--- config.mk ---
export PLATFORM = sky130hd
export DESIGN_NAME = dino_jump_ctrl
export DESIGN_NICKNAME = d
export VERILOG_FILES = /design/src/rtl/dino_pkg.sv /design/src/rtl/dino_jump_ctrl_btn_sampler.sv /design/src/rtl/dino_jump_ctrl.sv
export SDC_FILE = /design/constraint.sdc
export NUM_CORES = 1
export LEC_CHECK = 0
export CAP_MARGIN = 10
export CORE_MARGIN = 2
export CORE_UTILIZATION = 45
export CTS_BUF_LIST = sky130_fd_sc_hd__clkbuf_4
export DETAILED_ROUTE_END_ITERATION = 8
export PLACE_DENSITY_LB_ADDON = 0.12
export SYNTH_ARGS = -nofsm -noshare
export SYNTH_HDL_FRONTEND = slang
export SYNTH_SLANG_ARGS = --single-unit
export TNS_END_PERCENT = 50
--- constraint.sdc ---
create_clock -name clk -period 3.3 [get_ports clk]
set_clock_uncertainty 0.15 [all_clocks]
set_input_delay 0.99 -clock clk [delete_from_list [all_inputs] [get_ports clk]]
set_output_delay 0.99 -clock clk [all_outputs]
set_load 0.005 [all_outputs]
--- src/rtl/dino_pkg.sv ---
// Shared constants for the dino player-motion stage: FSM state codes,
// default physics parameters and the sampled-button bundle.
package dino_pkg;

    localparam logic [2:0] RUN  = 3'd0;
    localparam logic [2:0] DUCK = 3'd1;
    localparam logic [2:0] RISE = 3'd2;
    localparam logic [2:0] FALL = 3'd3;
    localparam logic [2:0] HALT = 3'd4;

    localparam int DEF_Y_W     = 8;
    localparam int DEF_V_W     = 5;
    localparam int DEF_JUMP_V  = 14;
    localparam int DEF_GRAVITY = 1;
    localparam int DEF_FAST_G  = 3;
    localparam int DEF_Y_MAX   = 120;
    localparam int DEF_V_MAX   = 15;

    // lvl: this frame's synced button level; rise: pressed this frame, not last frame
    typedef struct packed {
        logic lvl;
        logic rise;
    } btn_smp_t;

endpackage

--- src/rtl/dino_jump_ctrl_btn_sampler.sv ---
// Button front end: 2-FF synchroniser, per-frame sample history and
// frame-to-frame rising-edge detect.
module btn_sampler
    import dino_pkg::*;
(
    input  logic     clk,
    input  logic     rst_n,
    input  logic     tick_i,
    input  logic     btn_i,
    output btn_smp_t smp_o
);

    logic [1:0] sync_q;
    logic       prev_q;

    always_ff @(posedge clk or negedge rst_n) begin
        if (!rst_n) begin
            sync_q <= 2'b00;
            prev_q <= 1'b0;
        end else begin
            sync_q <= {sync_q[0], btn_i};
            if (tick_i) begin
                prev_q <= sync_q[1];
            end
        end
    end

    // The frame sample is the synced level at the tick itself, so a raw edge
    // landing on the tick cycle is only seen by the following frame.
    always_comb begin
        smp_o.lvl  = sync_q[1];
        smp_o.rise = sync_q[1] & ~prev_q;
    end

endmodule

--- src/rtl/dino_jump_ctrl.sv ---
// Dino player-motion stage: frame-rate run/duck/rise/fall/halt FSM with
// integer gravity, publishing height above ground and pose flags.
module dino_jump_ctrl
    import dino_pkg::*;
#(
    parameter int Y_W     = DEF_Y_W,
    parameter int V_W     = DEF_V_W,
    parameter int JUMP_V  = DEF_JUMP_V,
    parameter int GRAVITY = DEF_GRAVITY,
    parameter int FAST_G  = DEF_FAST_G,
    parameter int Y_MAX   = DEF_Y_MAX,
    parameter int V_MAX   = DEF_V_MAX
)
(
    input  logic           clk,
    input  logic           rst_n,
    input  logic           frame_tick,
    input  logic           up,
    input  logic           down,
    input  logic           game_over,
    output logic [Y_W-1:0] dino_y,
    output logic           duck,
    output logic           airborne,
    output logic           landed
);

    localparam logic [Y_W:0]   Y_MAX_X = (Y_W+1)'(Y_MAX);
    localparam logic [Y_W-1:0] Y_MAX_N = Y_W'(Y_MAX);
    localparam logic [V_W:0]   V_MAX_X = (V_W+1)'(V_MAX);
    localparam logic [V_W-1:0] V_MAX_N = V_W'(V_MAX);
    localparam logic [V_W-1:0] JUMP_N  = V_W'(JUMP_V);
    localparam logic [V_W-1:0] G_SLOW  = V_W'(GRAVITY);
    localparam logic [V_W-1:0] G_FAST  = V_W'(FAST_G);

    btn_smp_t up_smp, dn_smp;
    logic     dn_rise_unused;

    btn_sampler u_up_smp (
        .clk    (clk),
        .rst_n  (rst_n),
        .tick_i (frame_tick),
        .btn_i  (up),
        .smp_o  (up_smp)
    );

    btn_sampler u_dn_smp (
        .clk    (clk),
        .rst_n  (rst_n),
        .tick_i (frame_tick),
        .btn_i  (down),
        .smp_o  (dn_smp)
    );

    assign dn_rise_unused = dn_smp.rise;

    logic [2:0]     state_q, state_d;
    logic [Y_W-1:0] y_q, y_d;
    logic [V_W-1:0] vel_q, vel_d;
    logic [V_W-1:0] fv_q, fv_d;
    logic           landed_q, landed_d;

    logic [V_W-1:0] g_eff;
    logic [Y_W:0]   y_sum;
    logic [Y_W:0]   fv_ext;
    logic [V_W:0]   fv_sum;

    // Sums carry one guard bit so saturation is decided before any wrap.
    always_comb begin
        g_eff  = dn_smp.lvl ? G_FAST : G_SLOW;
        y_sum  = {1'b0, y_q} + (Y_W+1)'(vel_q);
        fv_ext = (Y_W+1)'(fv_q);
        fv_sum = {1'b0, fv_q} + {1'b0, g_eff};
    end

    always_comb begin
        state_d  = state_q;
        y_d      = y_q;
        vel_d    = vel_q;
        fv_d     = fv_q;
        landed_d = 1'b0;
        if (frame_tick) begin
            case (state_q)
                RUN, DUCK: begin
                    if (game_over) begin
                        state_d = HALT;
                    end else if (up_smp.rise) begin
                        state_d = RISE;
                        vel_d   = JUMP_N;
                    end else if (dn_smp.lvl) begin
                        state_d = DUCK;
                    end else begin
                        state_d = RUN;
                    end
                end
                RISE: begin
                    if (game_over) begin
                        state_d = HALT;
                    end else begin
                        y_d = (y_sum > Y_MAX_X) ? Y_MAX_N : y_sum[Y_W-1:0];
                        if (vel_q <= g_eff) begin
                            state_d = FALL;
                            fv_d    = '0;
                        end else begin
                            vel_d = vel_q - g_eff;
                        end
                    end
                end
                FALL: begin
                    if (game_over) begin
                        state_d = HALT;
                    end else if ({1'b0, y_q} <= fv_ext) begin
                        y_d      = '0;
                        landed_d = 1'b1;
                        state_d  = dn_smp.lvl ? DUCK : RUN;
                    end else begin
                        y_d  = y_q - fv_ext[Y_W-1:0];
                        fv_d = (fv_sum > V_MAX_X) ? V_MAX_N : fv_sum[V_W-1:0];
                    end
                end
                HALT: begin
                    if (!game_over) begin
                        state_d = RUN;
                        y_d     = '0;
                        vel_d   = '0;
                        fv_d    = '0;
                    end
                end
                default: state_d = RUN;
            endcase
        end
    end

    always_ff @(posedge clk or negedge rst_n) begin
        if (!rst_n) begin
            state_q  <= RUN;
            y_q      <= '0;
            vel_q    <= '0;
            fv_q     <= '0;
            landed_q <= 1'b0;
        end else begin
            state_q  <= state_d;
            y_q      <= y_d;
            vel_q    <= vel_d;
            fv_q     <= fv_d;
            landed_q <= landed_d;
        end
    end

    assign dino_y   = y_q;
    assign duck     = (state_q == DUCK);
    assign airborne = (state_q == RISE) || (state_q == FALL);
    assign landed   = landed_q;

endmodule
==> results of run 1 <==
==> stage by stage <==
step	cell area [µm²]	total power, mW
3_3_place_gp	2280	1.41
2_1_floorplan	2060	1.17
6_report	2310	1.57
3_5_place_dp	2280	1.41
4_1_cts	2310	1.58
5_1_grt	2310	1.73
==> cells by family (layout without fill, tap and decap cells) <==
logic type / Yosys count / after routing / share of synthesized area (%)
AO/OA/AOI/OAI: 80 / 80 / 26.5
flip-flops: 27 / 27 / 32.8
adder cells (fa/ha/maj): 17 / 17 / 11.8
AND/OR/NAND/NOR: 81 / 81 / 20.5
multiplexers: 3 / 3 / 1.82
XOR/XNOR: 5 / 5 / 2.13
buffers and inverters: 22 / 40 / 4.44
==> power groups by stage <==
| stage | registers, mW | logic, mW | clock network, mW |
|---|---|---|---|
| floorplan | 0.475 | 0.694 | 0 |
| global placement | 0.523 | 0.887 | 0 |
| detailed placement | 0.524 | 0.889 | 0 |
| CTS | 0.517 | 0.894 | 0.167 |
| global route | 0.532 | 1.01 | 0.182 |
| finish | 0.515 | 0.899 | 0.160 |
==> registers in the layout (all words and copies together) (netlist names) <==
signal / cells
landed: 1
u_up_smp.sync_q: 2
u_dn_smp.sync_q: 2
state_q: 3
u_up_smp.prev_q: 1
fv_q: 5
vel_q: 5
dino_y: 8
==> how the worst min path moves through the flow <==
stage                              end  slack (ns)
floorplan           u_dn_smp.sync_q[1]        0.18
global placement    u_dn_smp.sync_q[1]        0.18
detailed placement  u_dn_smp.sync_q[1]        0.19
CTS                 u_dn_smp.sync_q[1]        0.22
global route        u_up_smp.sync_q[1]        0.23
finish              u_up_smp.sync_q[1]        0.22
==> metal layers <==
layer,share of wire [%],vias to the layer above,global-route usage [%]
li1,-,896,-
met1,47,824,27.1
met2,47,52,31.7
met3,4.5,8,3.66
met4,1.3,0,4.19
met5,0,-,0
==> cell usage in the layout, fill, tap and decap left out, types with 3 or more instances in the layout <==
| cell type | count |
|---|---|
| clkdlybuf4s50_1 | 16 |
| xnor2_1 | 3 |
| nand2_1 | 22 |
| o21bai_1 | 3 |
| nor2b_1 | 4 |
| a21o_1 | 10 |
| nand3_1 | 9 |
| nand2b_1 | 5 |
| inv_1 | 16 |
| clkbuf_4 | 3 |
| fa_1 | 4 |
| nor3_1 | 9 |
| a21oi_1 | 16 |
| a31o_1 | 3 |
| o21ai_0 | 19 |
| ha_1 | 13 |
| buf_4 | 3 |
| nor2_1 | 13 |
| dfrtp_1 | 27 |
==> layout make-up <==
class / instances / area [µm²]
fillers: 412 / 2070
multi-input cells: 186 / 1290
flip-flops and latches: 27 / 676
repair buffers: 19 / 183
well taps: 52 / 65.1
inverters: 17 / 63.8
clock buffers: 3 / 22.5
clock inverters: 1 / 8.76
==> run summary, run 1 <==
The flow ran to the end, and the final reports show no timing, DRC or antenna violations. Summing over every cut layer, the via total after detailed routing is 1780. The buffer levels on the longest clock path came out at 2. In this run the horizontal extent of the chip is 71.6 µm. The number of rows in the core area came out at 24. In this run the power density over the cells is 681 nW/µm². VDD sags by at most 0.281 mV. The initial antenna violation count came to 0.

The number of endpoints with negative hold slack in the final report is 0. The initial standard-cell utilization of the core is 46.9%. The count of state elements after synthesis is 27.

The commonest cells after synthesis are dfrtp_1 (27), nand2_1 (22), o21ai_0 (19). The power share of the combinational group came out at 57.1%. The number of buffers added by the clock tree synthesis step came out at 3. The total detailed-routing wirelength came out at 4540 µm. After detailed routing, the number of vias per cell comes to 5.84. The number of max-capacitance violations reported is 0. Entering global routing, the biggest net connects 28 pins.

Across all hold checks on the routed design, the worst slack comes to 0.220 ns. The clock-pin slew on the worst setup and hold paths came out at 0.16 ns. The proportion of register bits with asynchronous set or reset after synthesis is 100%. The launching instance or port of the critical path is state_q[2].

The maximum single-stage delay on the critical path came out at 0.51 ns. In this run the standard cell core region covers 4380 µm². Setup violations remaining at the end of the flow were counted as 0.

The number of warnings issued by yosys came out at 0. The diode insertion count for antenna repair came out at 0. In the synthesized netlist, the number of instances is 235. The cell count of the worst reg-to-reg path came out at 9.

For this run, the post-layout net count is 277. The vertical extent of the die came out at 71.6 µm. The global-route wire length before repair is 7930 µm. The worst register-to-register path begins at fv_q[0]. The root cell of the clock tree is clkbuf_4.

The arrival time at the worst endpoint is 1.88 ns. The post-cts gate resize count is 0. STA classifies the critical path endpoint as a primary output. The highest fanout seen on the critical path is 11. Setup repair after global routing left no endpoint under its margin.

STA puts the critical path data required time at 2.16 ns. The number of max-slew violations in the final report came out at 0. On the critical path, the stage with the largest delay is an instance of clkdlybuf4s50_1.

Among all flip-flop cells after synthesis, the most frequent one is dfrtp_1. The worst hold path begins at u_up_smp.sync_q[0]. The worst setup path endpoint is airborne. The area growth from synthesis to layout is 12.2%. The number of buffer and inverter stages on the critical path is 2. The number of nets handed over by synthesis was 258.

The cell taking the most area after synthesis is dfrtp_1. The startpoint kind of the worst setup timing path is a register. The part of the power in registers is 32.7%.

The aggregate global-route resource usage is 19.4%. Of the post-synthesis cell area, the dominant cell type holds 32.8%. Buffers inserted to repair hold after CTS numbered 0. TritonCTS built the clock tree. The weighted congestion reported at the end of routability-driven placement came out at 0.844. Including well taps, the total number of placed cells is 301. The shortest period the worst path allows came out at 3.02 ns. The deepest level of the CTS H-tree is 1.

The portion of the post-synthesis area used by sequential elements came out at 32.8%. The number of remaining DRC errors is 0. The static leakage came out at 0.966 nW. At the pin with the least slew margin, the transition time is 0.465 ns.

The net switching power came out at 0.703 mW. After detailed routing, the average wire length per cell comes to 14.9 µm. The achievable clock frequency came out at 332 MHz. The startpoint-to-endpoint class of the critical path is reg2out. The via count of the first global-routing pass came out at 1685. The netlist area before placement came out at 2060 µm². The fraction of layout instances using a drive strength above 1 is 7.51%. Measured against its own limit, the worst slew margin works out to 69.0%. By area the synthesized netlist is led by dfrtp_1 (33%), ha_1 (7.9%), o21ai_0 (4.6%). The floorplan step defined a die boundary enclosing 5130 µm². Averaged over all synthesized cells, the footprint is 8.76 µm². For this run, the share of the core covered by cells in the final layout is 52.7%. The worst hold path belongs to the class reg2reg.

Internal power comes to 0.871 mW. The count of cell instances traversed by the critical path came out at 3. The number of I/O pins came out at 17. In this run the critical register-to-register path is captured at state_q[2]. The iteration count of the initial detailed-routing pass came out at 4.

The clock sink count is 27. The signal on the critical path passes through nand2b_1 -> inv_1 -> clkdlybuf4s50_1. The worst register-to-register path has a setup slack of 0.37 ns. The share of total power in the clock network came out at 10.2%. The number of unique standard cell types used by synthesis came out at 59. For the worst-skew pair, the clock arrives at the later sink with an insertion delay of 0.34 ns. In this run, the number of DRC markers left after iteration 0 of detailed routing was 103. The number of antenna-violating nets in the routed design is 0. Buffers added to address setup during post-CTS repair amount to 0.

The final-layout setup total negative slack came out at 0 ns. The total of buffers placed on input and output ports is 16. The overall overflow remaining after global route came out at 0. The post-DP HPWL is 3460 µm.

The pre-CTS setup slack came out at 0.259 ns. Net switching is 44.7% of the power. dfrtp_1 is the most common cell in the netlist.

The period utilization came out at 91.4%. The worst setup slack after layout is 0.285 ns. The number of stages on the worst hold path came out at 0. The number of enable-type register cells in the synthesized netlist came out at 0.

In this design, the largest share of critical-path delay is due to buffers and inverters. The count of cells in the finished layout, fillers not included, comes to 305.
Power figures use the tool's default switching activity.
==> run 2: changes to the inputs <==
CORE_UTILIZATION = 60   (was 45)
==> run summary, run 2 (synthesis gave the netlist of run 1 again) <==
The initial antenna violation count came out at 0 (unchanged). The count of buffers added by post-CTS timing repair for setup is 0 (unchanged). The transition at the pin with the smallest max-transition slack came out at 0.540 ns (+0.0755 ns). The power per standard cell area came out at 687 nW/µm² (+0.82%).

The global-route wire length before repair came to 8020 µm (+1.2%). The number of rows in the core area came out at 21 (-13%). The total detailed-routing wirelength was 4530 µm (about the same). The flip-flop count of the largest register after layout is 8 (unchanged). The cell count after placement came out at 295 (-2.0%). The average routed wire per standard cell came to 15.2 µm (+2.0%).

The number of buffers inserted for hold repair after clock tree synthesis is 0 (unchanged). The worst endpoint required time is 2.16 ns (about the same). The worst vdd rail ir drop came to 0.377 mV (+34%). The achievable clock frequency is 331 MHz (about the same). The final instance count without filler cells came out at 299 (-2.0%). The initial standard-cell utilization of the core came out at 62.2% (+15 points). The aggregate global-route resource usage was 25.5% (+6.0 points). Setup repair after global routing left no endpoint under its margin. The startpoint kind of the worst setup timing path is a register.

The clock sink count came out at 27 (unchanged). The via density per instance came out at 6.08 (+4.1%). The iteration count of the initial detailed-routing pass is 4 (unchanged). The number of nets in the finished design is 277 (unchanged).

The area growth from synthesis to layout came out at 11.8%. The via count of the first global-routing pass is 1773 (+5.2%). The overall overflow remaining after global route came out at 0 (unchanged). The run finished with clean final reports. The shortest period the worst path allows was 3.02 ns (+0.00281 ns). The worst max-slew margin expressed relative to the limit is 63.5% (-5.5 points). The post-cts gate resize count came to 0 (unchanged). The number of max-slew violations in the final report is 0 (unchanged).

The diode insertion count for antenna repair came out at 0 (unchanged). The weighted congestion reported at the end of routability-driven placement is 0.960 (+14%). The combined flip-flop and latch cell area came out at 676 µm² (unchanged). The number of remaining DRC errors came out at 0 (unchanged). The deepest level of the CTS H-tree came out at 1 (unchanged). The final setup violation count is 0 (unchanged). The arrival time at the worst endpoint was 1.88 ns (about the same). The chip width was 62.6 µm (-13%). The root cell of the clock tree is clkbuf_4. The period utilization is 91.5% (about the same). The maximum number of pins on one net before global-route repair was 28 (unchanged). The library cell used most frequently in the layout, excluding fill and tap cells, is dfrtp_1. The number of design-rule violations left by the first detailed-router iteration is 105 (+1.9%). The buffer levels on the longest clock path came out at 2 (unchanged).

The number of stages on the worst hold path is 0 (unchanged). The total of buffers placed on input and output ports is 16 (unchanged). The number of buffers added by the clock tree synthesis step is 3 (unchanged).

The number of endpoints with negative hold slack in the final report came out at 0 (unchanged). The vertical extent of the die came to 62.6 µm (-13%). The post-DP HPWL came out at 3530 µm (+2.0%).

The fill cell total of the finished layout is 286 (-31%). The cell count of the worst reg-to-reg path is 9 (unchanged). The highest fanout seen on the critical path is 11 (unchanged). The placeable core area came to 3310 µm² (-24%). The final-layout setup total negative slack came out at 0 ns (unchanged). The clock-pin slew on the worst setup and hold paths came out at 0.16 ns (about the same). The fraction of layout instances using a drive strength above 1 came out at 7.51% (unchanged). The min-delay analysis places its worst path in the category reg2reg. The number of antenna-violating nets in the routed design is 0 (unchanged). The area of the die came out at 3920 µm² (-24%). The number of max-capacitance violations reported came out at 0 (unchanged).

The later-pin clock latency in the skew report came out at 0.34 ns (about the same). The multi-input gate area in the final layout came to 1290 µm² (unchanged). The static leakage came out at 0.961 nW (-0.45%). The top cell types in the final layout, fill and taps aside, are dfrtp_1 (27), nand2_1 (22), o21ai_0 (19). The via count of the routed design is 1817 (+2.1%). By startpoint and endpoint, the worst setup path is classified as reg2out. The number of I/O pins was 17 (unchanged). The hold slack came out at 0.226 ns (+0.00670 ns).

TritonCTS built the clock tree. The worst setup path is captured at a primary output.
==> run 2: final timing paths <==
kind	start	end	slack, ns
max	state_q[2]	airborne	0.28
min	u_up_smp.sync_q[0]	u_up_smp.sync_q[1]	0.23
max reg2reg	fv_q[0]	dino_y[5]	0.40
min reg2reg	u_up_smp.sync_q[0]	u_up_smp.sync_q[1]	0.23
max in group asynchronous	rst_n	dino_y[6]	1.88
min in group asynchronous	rst_n	state_q[2]	0.85
==> run 2: worst max-delay path: stages, from the launching register on <==
cell and delay (ns):
dfrtp_1 0.49, nand2b_1 0.37, inv_1 0.17, clkdlybuf4s50_1 0.51
==> run 2: per-stage QoR <==
| step | setup slack, ns | cell area, µm² | utilization [%] | power [mW] |
|---|---|---|---|---|
| after floorplan | 0.683 | 2060 | - | 1.17 |
| after global placement | 0.362 | 2270 | 68.6 | 1.41 |
| after detailed placement | 0.287 | 2270 | 68.6 | 1.42 |
| after CTS | 0.281 | 2300 | 69.5 | 1.58 |
| after global routing | 0.159 | 2300 | 69.5 | 1.73 |
| final | 0.282 | 2300 | 69.5 | 1.58 |
==> run 2: area by class of cell <==
class	instances	area share (%)
Sequential cell	27	29.4
Timing Repair Buffer	19	7.94
Multi-Input combinational cell	186	56.1
Tap cell	46	2.50
Clock buffer	3	0.979
Clock inverter	1	0.326
Inverter	17	2.77
==> run 2: per-layer routing <==
metal	up-vias	part of all wire (%)	global-route usage, %
li1	899	-	-
met3	7	2.7	2.70
met1	875	48	34.8
met2	36	48	43.1
met5	-	0	0
met4	0	1.2	7.22
==> run 2: report_power, final <==
group          total (mW)  switching [mW]  internal (mW)
registers           0.516           0.120          0.396
clock network       0.152           0.106         0.0465
logic               0.913           0.486          0.426
